`src/rtl/onehot_demux8.sv`:
```
// onehot_demux8 -- registered 1:8 demultiplexer with per-lane holding registers.
//
// One K-bit word plus an 8-bit one-hot select is taken over a valid/ready
// handshake and written into the one-entry holding register of the selected
// lane. Each lane presents its word on its own valid/ready output handshake.
// Words carrying a zero or multi-hot select are always consumed, never
// written to a lane, flagged on sel_err for one cycle and counted.
//
// Handshake rule (both sides): a word moves on a rising clock edge where
// valid and ready are both high; ready never depends on the valid of the
// same interface; a producer may change or withdraw its word while ready is
// low, and nothing is stored until the transfer edge.
//
// Ports:
//   clk        rising-edge clock
//   rst_n      asynchronous active-low reset
//   in_valid   input word present
//   in_ready   input word is accepted this cycle (combinational)
//   in_data    K-bit input word
//   in_sel     one-hot destination lane, bit i selects lane i
//   out_valid  bit i: lane i holds a word
//   out_ready  bit i: consumer of lane i takes the word this cycle
//   out_data   lane i on bits [i*K +: K]; holds last value after drain
//   sel_err    one-cycle registered pulse after a malformed select is dropped
//   err_count  saturating count of dropped words
module onehot_demux8 #(
    parameter int K    = 8,
    parameter int ERRW = 8
) (
    input  logic             clk,
    input  logic             rst_n,
    input  logic             in_valid,
    output logic             in_ready,
    input  logic [K-1:0]     in_data,
    input  logic [7:0]       in_sel,
    output logic [7:0]       out_valid,
    input  logic [7:0]       out_ready,
    output logic [8*K-1:0]   out_data,
    output logic             sel_err,
    output logic [ERRW-1:0]  err_count
);

    logic [7:0]      full_q, full_d;
    logic [K-1:0]    data_q [8];
    logic [K-1:0]    data_d [8];
    logic            sel_err_q, sel_err_d;
    logic [ERRW-1:0] err_q, err_d;

    logic       sel_zero;
    logic       sel_multi;
    logic       onehot;
    logic       bad;
    logic [7:0] lane_open;
    logic       target_open;
    logic [7:0] wr_en;

    // x & (x-1) clears the lowest set bit; anything left means two or more bits.
    assign sel_zero  = (in_sel == 8'h00);
    assign sel_multi = ((in_sel & (in_sel - 8'd1)) != 8'h00);
    assign onehot    = !sel_zero && !sel_multi;
    assign bad       = in_valid && !onehot;

    // A lane can take a word if it is empty or is being drained on this edge.
    // With a one-hot select the AND/OR picks exactly the target lane's bit.
    assign lane_open   = ~full_q | out_ready;
    assign target_open = |(in_sel & lane_open);

    // Malformed selects are always swallowed, so ready is only gated for
    // well-formed ones.
    assign in_ready = onehot ? target_open : 1'b1;

    always_comb begin
        wr_en     = 8'h00;
        full_d    = full_q;
        sel_err_d = 1'b0;
        err_d     = err_q;
        for (int i = 0; i < 8; i++) begin
            data_d[i] = data_q[i];
        end

        if (in_valid && in_ready && onehot) begin
            wr_en = in_sel;
        end

        // Drain first, then refill: a lane drained and written on the same
        // edge stays full with the new word.
        full_d = (full_q & ~out_ready) | wr_en;

        for (int i = 0; i < 8; i++) begin
            if (wr_en[i]) begin
                data_d[i] = in_data;
            end
        end

        sel_err_d = bad;
        if (bad && (err_q != {ERRW{1'b1}})) begin
            err_d = err_q + ERRW'(1);
        end
    end

    always_ff @(posedge clk or negedge rst_n) begin
        if (!rst_n) begin
            full_q    <= 8'h00;
            sel_err_q <= 1'b0;
            err_q     <= '0;
            for (int i = 0; i < 8; i++) begin
                data_q[i] <= '0;
            end
        end else begin
            full_q    <= full_d;
            sel_err_q <= sel_err_d;
            err_q     <= err_d;
            for (int i = 0; i < 8; i++) begin
                data_q[i] <= data_d[i];
            end
        end
    end

    assign out_valid = full_q;
    assign sel_err   = sel_err_q;
    assign err_count = err_q;

    for (genvar g = 0; g < 8; g++) begin : g_lane
        assign out_data[g*K +: K] = data_q[g];
    end

endmodule
```
`config.mk`:
```
export PLATFORM = sky130hd
export DESIGN_NAME = onehot_demux8
export DESIGN_NICKNAME = d
export VERILOG_FILES = /design/src/rtl/onehot_demux8.sv
export SDC_FILE = /design/constraint.sdc
export NUM_CORES = 1
export LEC_CHECK = 0
export CORE_ASPECT_RATIO = 2
export CORE_MARGIN = 10
export CORE_UTILIZATION = 35
export CTS_BUF_LIST = sky130_fd_sc_hd__clkbuf_4
export DETAILED_ROUTE_END_ITERATION = 8
export HOLD_SLACK_MARGIN = 0.06
export PLACE_DENSITY = 0.66
export SLEW_MARGIN = 5
export SYNTH_ARGS = -nofsm -noshare
export SYNTH_HDL_FRONTEND = slang
export SYNTH_SLANG_ARGS = --single-unit
```
`constraint.sdc`:
```
create_clock -name clk -period 2.1 [get_ports clk]
set_input_delay 0.42 -clock clk [delete_from_list [all_inputs] [get_ports clk]]
set_output_delay 0.42 -clock clk [all_outputs]
set_load 0.005 [all_outputs]
```
==> out/metrics.csv <==
stage,metric,value,unit
outcome,status,completed,
placed_design,Area after DPL,4821,um^2
global_routing,first-pass GRT wire length,14.96,mm
sta,Final Setup Violations,0,
synth,commonest register cell after synthesis,dfrtp_1,
route,Total Routed Length,9.814,mm
cts,"Reg clk slew, reported paths",110,ps
power_and_ir_drop,Leakage,2.383,nW
global_routing,initial antenna violation count,1,
critical_path,r2r endpoint,out_data[17],
critical_path,worst reg2reg startpoint,out_valid[3],
route,wire per inst,20.24,um
global_routing,largest net degree at the start of global routing,41,
sta,final-report max-slew violation count,0,
synth,Post-synth top cells,"dfrtp_1 (81), mux2_2 (66), nand2_1 (12)",
sta,hold_ws,295.7,ps
synth,area of the mapped netlist,3308,um^2
critical_path,critical path class,input port to output port,
route,Vias,2423,
final_layout,fin area,5124,um^2
synth,Syn Nets,247,
placed_design,Port-buffer cells,108,
synth,post-synthesis sequential area ratio,61.27,%
synth,post-synth cell types,27,
sta,Worst Clk Skew,23.16,ps
synth,Synth Warn #,0,
cts,Inserted Clock Buffers,9,
power_and_ir_drop,worst ir drop on vdd,0.5078,mV
global_routing,grt ovf,0,
placed_design,Final GP Congestion,0.7967,
sta,Highest Clock Rate,0.4810,GHz
critical_path,Crit path required time,1680,ps
synth,proportion of netlist area held by the largest area contributor,61.27,%
die,Ports,109,
sta,final setup TNS,0,ps
die,die extent in x,88.75,um
route,mean number of vias per cell,4.996,
route,first drt pass iteration count,4,
sta,fin crit period,2079,ps
synth,synthesized flop and latch total,81,
die,core area,9321,um^2
flow_run,max-cap viol count,0,
critical_path,reg2reg setup slack,240,ps
critical_path,Critical Path Start,out_ready[3],
worst_hold_path,hold path depth,3,
placed_design,post-DP HPWL,7.308,mm
route,Routed Antenna Nets,0,
final_layout,"non-filler cells, final",485,
synth,ranking of synthesized cells by area,"dfrtp_1 (61%), mux2_2 (22%), nand4_2 (3.0%)",
cts,CTS tree,built,
route,# DRC,0,
critical_path,R2R depth,8,
synth,Syn Inst Count,219,
global_routing,vias in the first global route,2552,
sta,Setup WS post-layout,20.93,ps
critical_path,Startpoint Class,input port,
cts,clk root buf,clkbuf_4,
die,die footprint,13980,um^2
route,Initial DRC Count,97,
cts,clock latency on the worst-skew pair,440,ps
synth,top-count cell post-synth,dfrtp_1,
cts,Clock Path Buffers,2,
power_and_ir_drop,Power per Cell Area,815.5,nW/um^2
sta,RSZ-0062 raised after global routing,true,
worst_hold_path,HP Class,input port to register,
sta,Rel. slew slack,73.31,%
synth,Synth async-reset ratio,100.0,%
sta,Least-Margin Pin Slew,400.4,ps
final_layout,layout cell share with drive strength beyond 1,41.84,%
critical_path,CP Max Fanout,2,
worst_hold_path,hold path startpoint,out_ready[5],
synth,Synth area leader,dfrtp_1,
synth,Mean Syn Cell Area,15.11,um^2
die,Die Y,157.5,um
critical_path,Critical Path End,in_ready,
sta,fin crit share,99.00,%
die,Initial Util,35.49,%
sta,Final Hold Fails,0,
cts,CTS sink count,81,
final_layout,# nets final,403,
critical_path,crit end category,output port,
global_routing,GR Util All Layers,14.53,%
placed_design,Placed Cells,460,
final_layout,area growth from synthesis to layout,54.88,%
cts,CTS HTree Levels,3,
synth,Post-synth EDFFs,0,
die,row cnt,50,
placed_design,Placement Setup Slack,-710.2,ps
critical_path,Worst Path Arrival,1660,ps
==> kinds of logic after synthesis <==
kind of cell / synth area share [%]
XOR/XNOR: 1.588
multiplexers: 22.47
AO/OA/AOI/OAI: 1.815
flip-flops: 61.27
adder cells (fa/ha/maj): 0.3782
AND/OR/NAND/NOR: 11.65
buffers and inverters: 0.8319
==> area by class of cell <==
type / count / area, um^2
antenna: 1 / 2.502
clock buffer: 10 / 75.07
clock inverter: 6 / 58.81
fill: 807 / 4198
inverter: 3 / 11.26
multi-input combinational: 133 / 1386
sequential: 81 / 2027
tap: 104 / 130.1
timing repair buffer: 147 / 1433
==> stage by stage <==
stage / power (mW) / utilization [%]
floorplan: 2.438 / -
global placement: 3.294 / 51.72
detailed placement: 3.325 / 51.72
CTS: 4.249 / 54.34
global route: 4.427 / 54.97
finish: 4.178 / 54.97
==> worst max-delay path, stage by stage <==
cell and delay, ps:
clkdlybuf4s50_1 400, nand2b_4 140, a22oi_2 200, nand4_2 130
or2b_1 240, buf_2 130
==> what timing repair did <==
| item | in CTS | in global routing |
|---|---|---|
| resized for setup | 42 | 15 |
| endpoints found under the hold margin | 26 | 0 |
| hold buffers | 1 | 0 |
| buffers inserted | 3 | 4 |
| pin swaps | 9 | 8 |
| endpoints found under the setup margin | 66 | 68 |
==> cell usage in the layout, fill, tap and decap left out, types with 2 or more instances in the layout <==
master,Yosys,layout
nand2b_1,9,4
nand4_2,8,8
xnor2_1,2,2
clkdlybuf4s50_1,0,96
buf_2,1,3
a22oi_2,0,4
clkinv_1,0,2
mux2_2,66,66
nor4b_2,0,3
inv_1,3,3
nor2_1,4,3
clkbuf_2,0,4
nand2b_4,0,5
nand3_1,2,2
buf_12,0,7
nand2_1,12,12
nor4b_1,7,3
buf_4,0,32
clkbuf_4,0,10
o21ai_2,0,3
dlymetal6s2s_1,0,2
a211oi_2,0,2
dfrtp_1,81,81
xor2_1,4,4
==> worst min path at each step <==
stage / to / slack (ps)
after CTS: out_data[14] / 440
after detailed placement: out_valid[1] / 370
final: out_valid[5] / 300
after global routing: out_valid[5] / 260
after global placement: out_valid[1] / 370
after floorplan: err_count[0] / 120
==> power by group <==
| group | internal, mW | switching [mW] | leakage [nW] |
|---|---|---|---|
| logic | 0.814 | 0.409 | 1.25 |
| registers | 1.86 | 0.198 | 1.07 |
| clock network | 0.369 | 0.530 | 0.0715 |
| total | 3.04 | 1.14 | 2.38 |
==> flip-flops by register name (all words and copies together), names as in the netlist <==
name,count
out_data,64
err_count,8
out_valid,8
sel_err,1
==> metal layers <==
| layer | up-vias | GRT usage [%] | wire [um] | share of wire [%] |
|---|---|---|---|---|
| met5 | - | 0 | 0 | 0 |
| met3 | 15 | 4.244 | 564 | 5.7 |
| met2 | 64 | 26.52 | 5737 | 58 |
| li1 | 1113 | - | - | - |
| met1 | 1231 | 14.57 | 3335 | 34 |
| met4 | 0 | 6.042 | 178 | 1.8 |
Power figures use the tool's default switching activity.
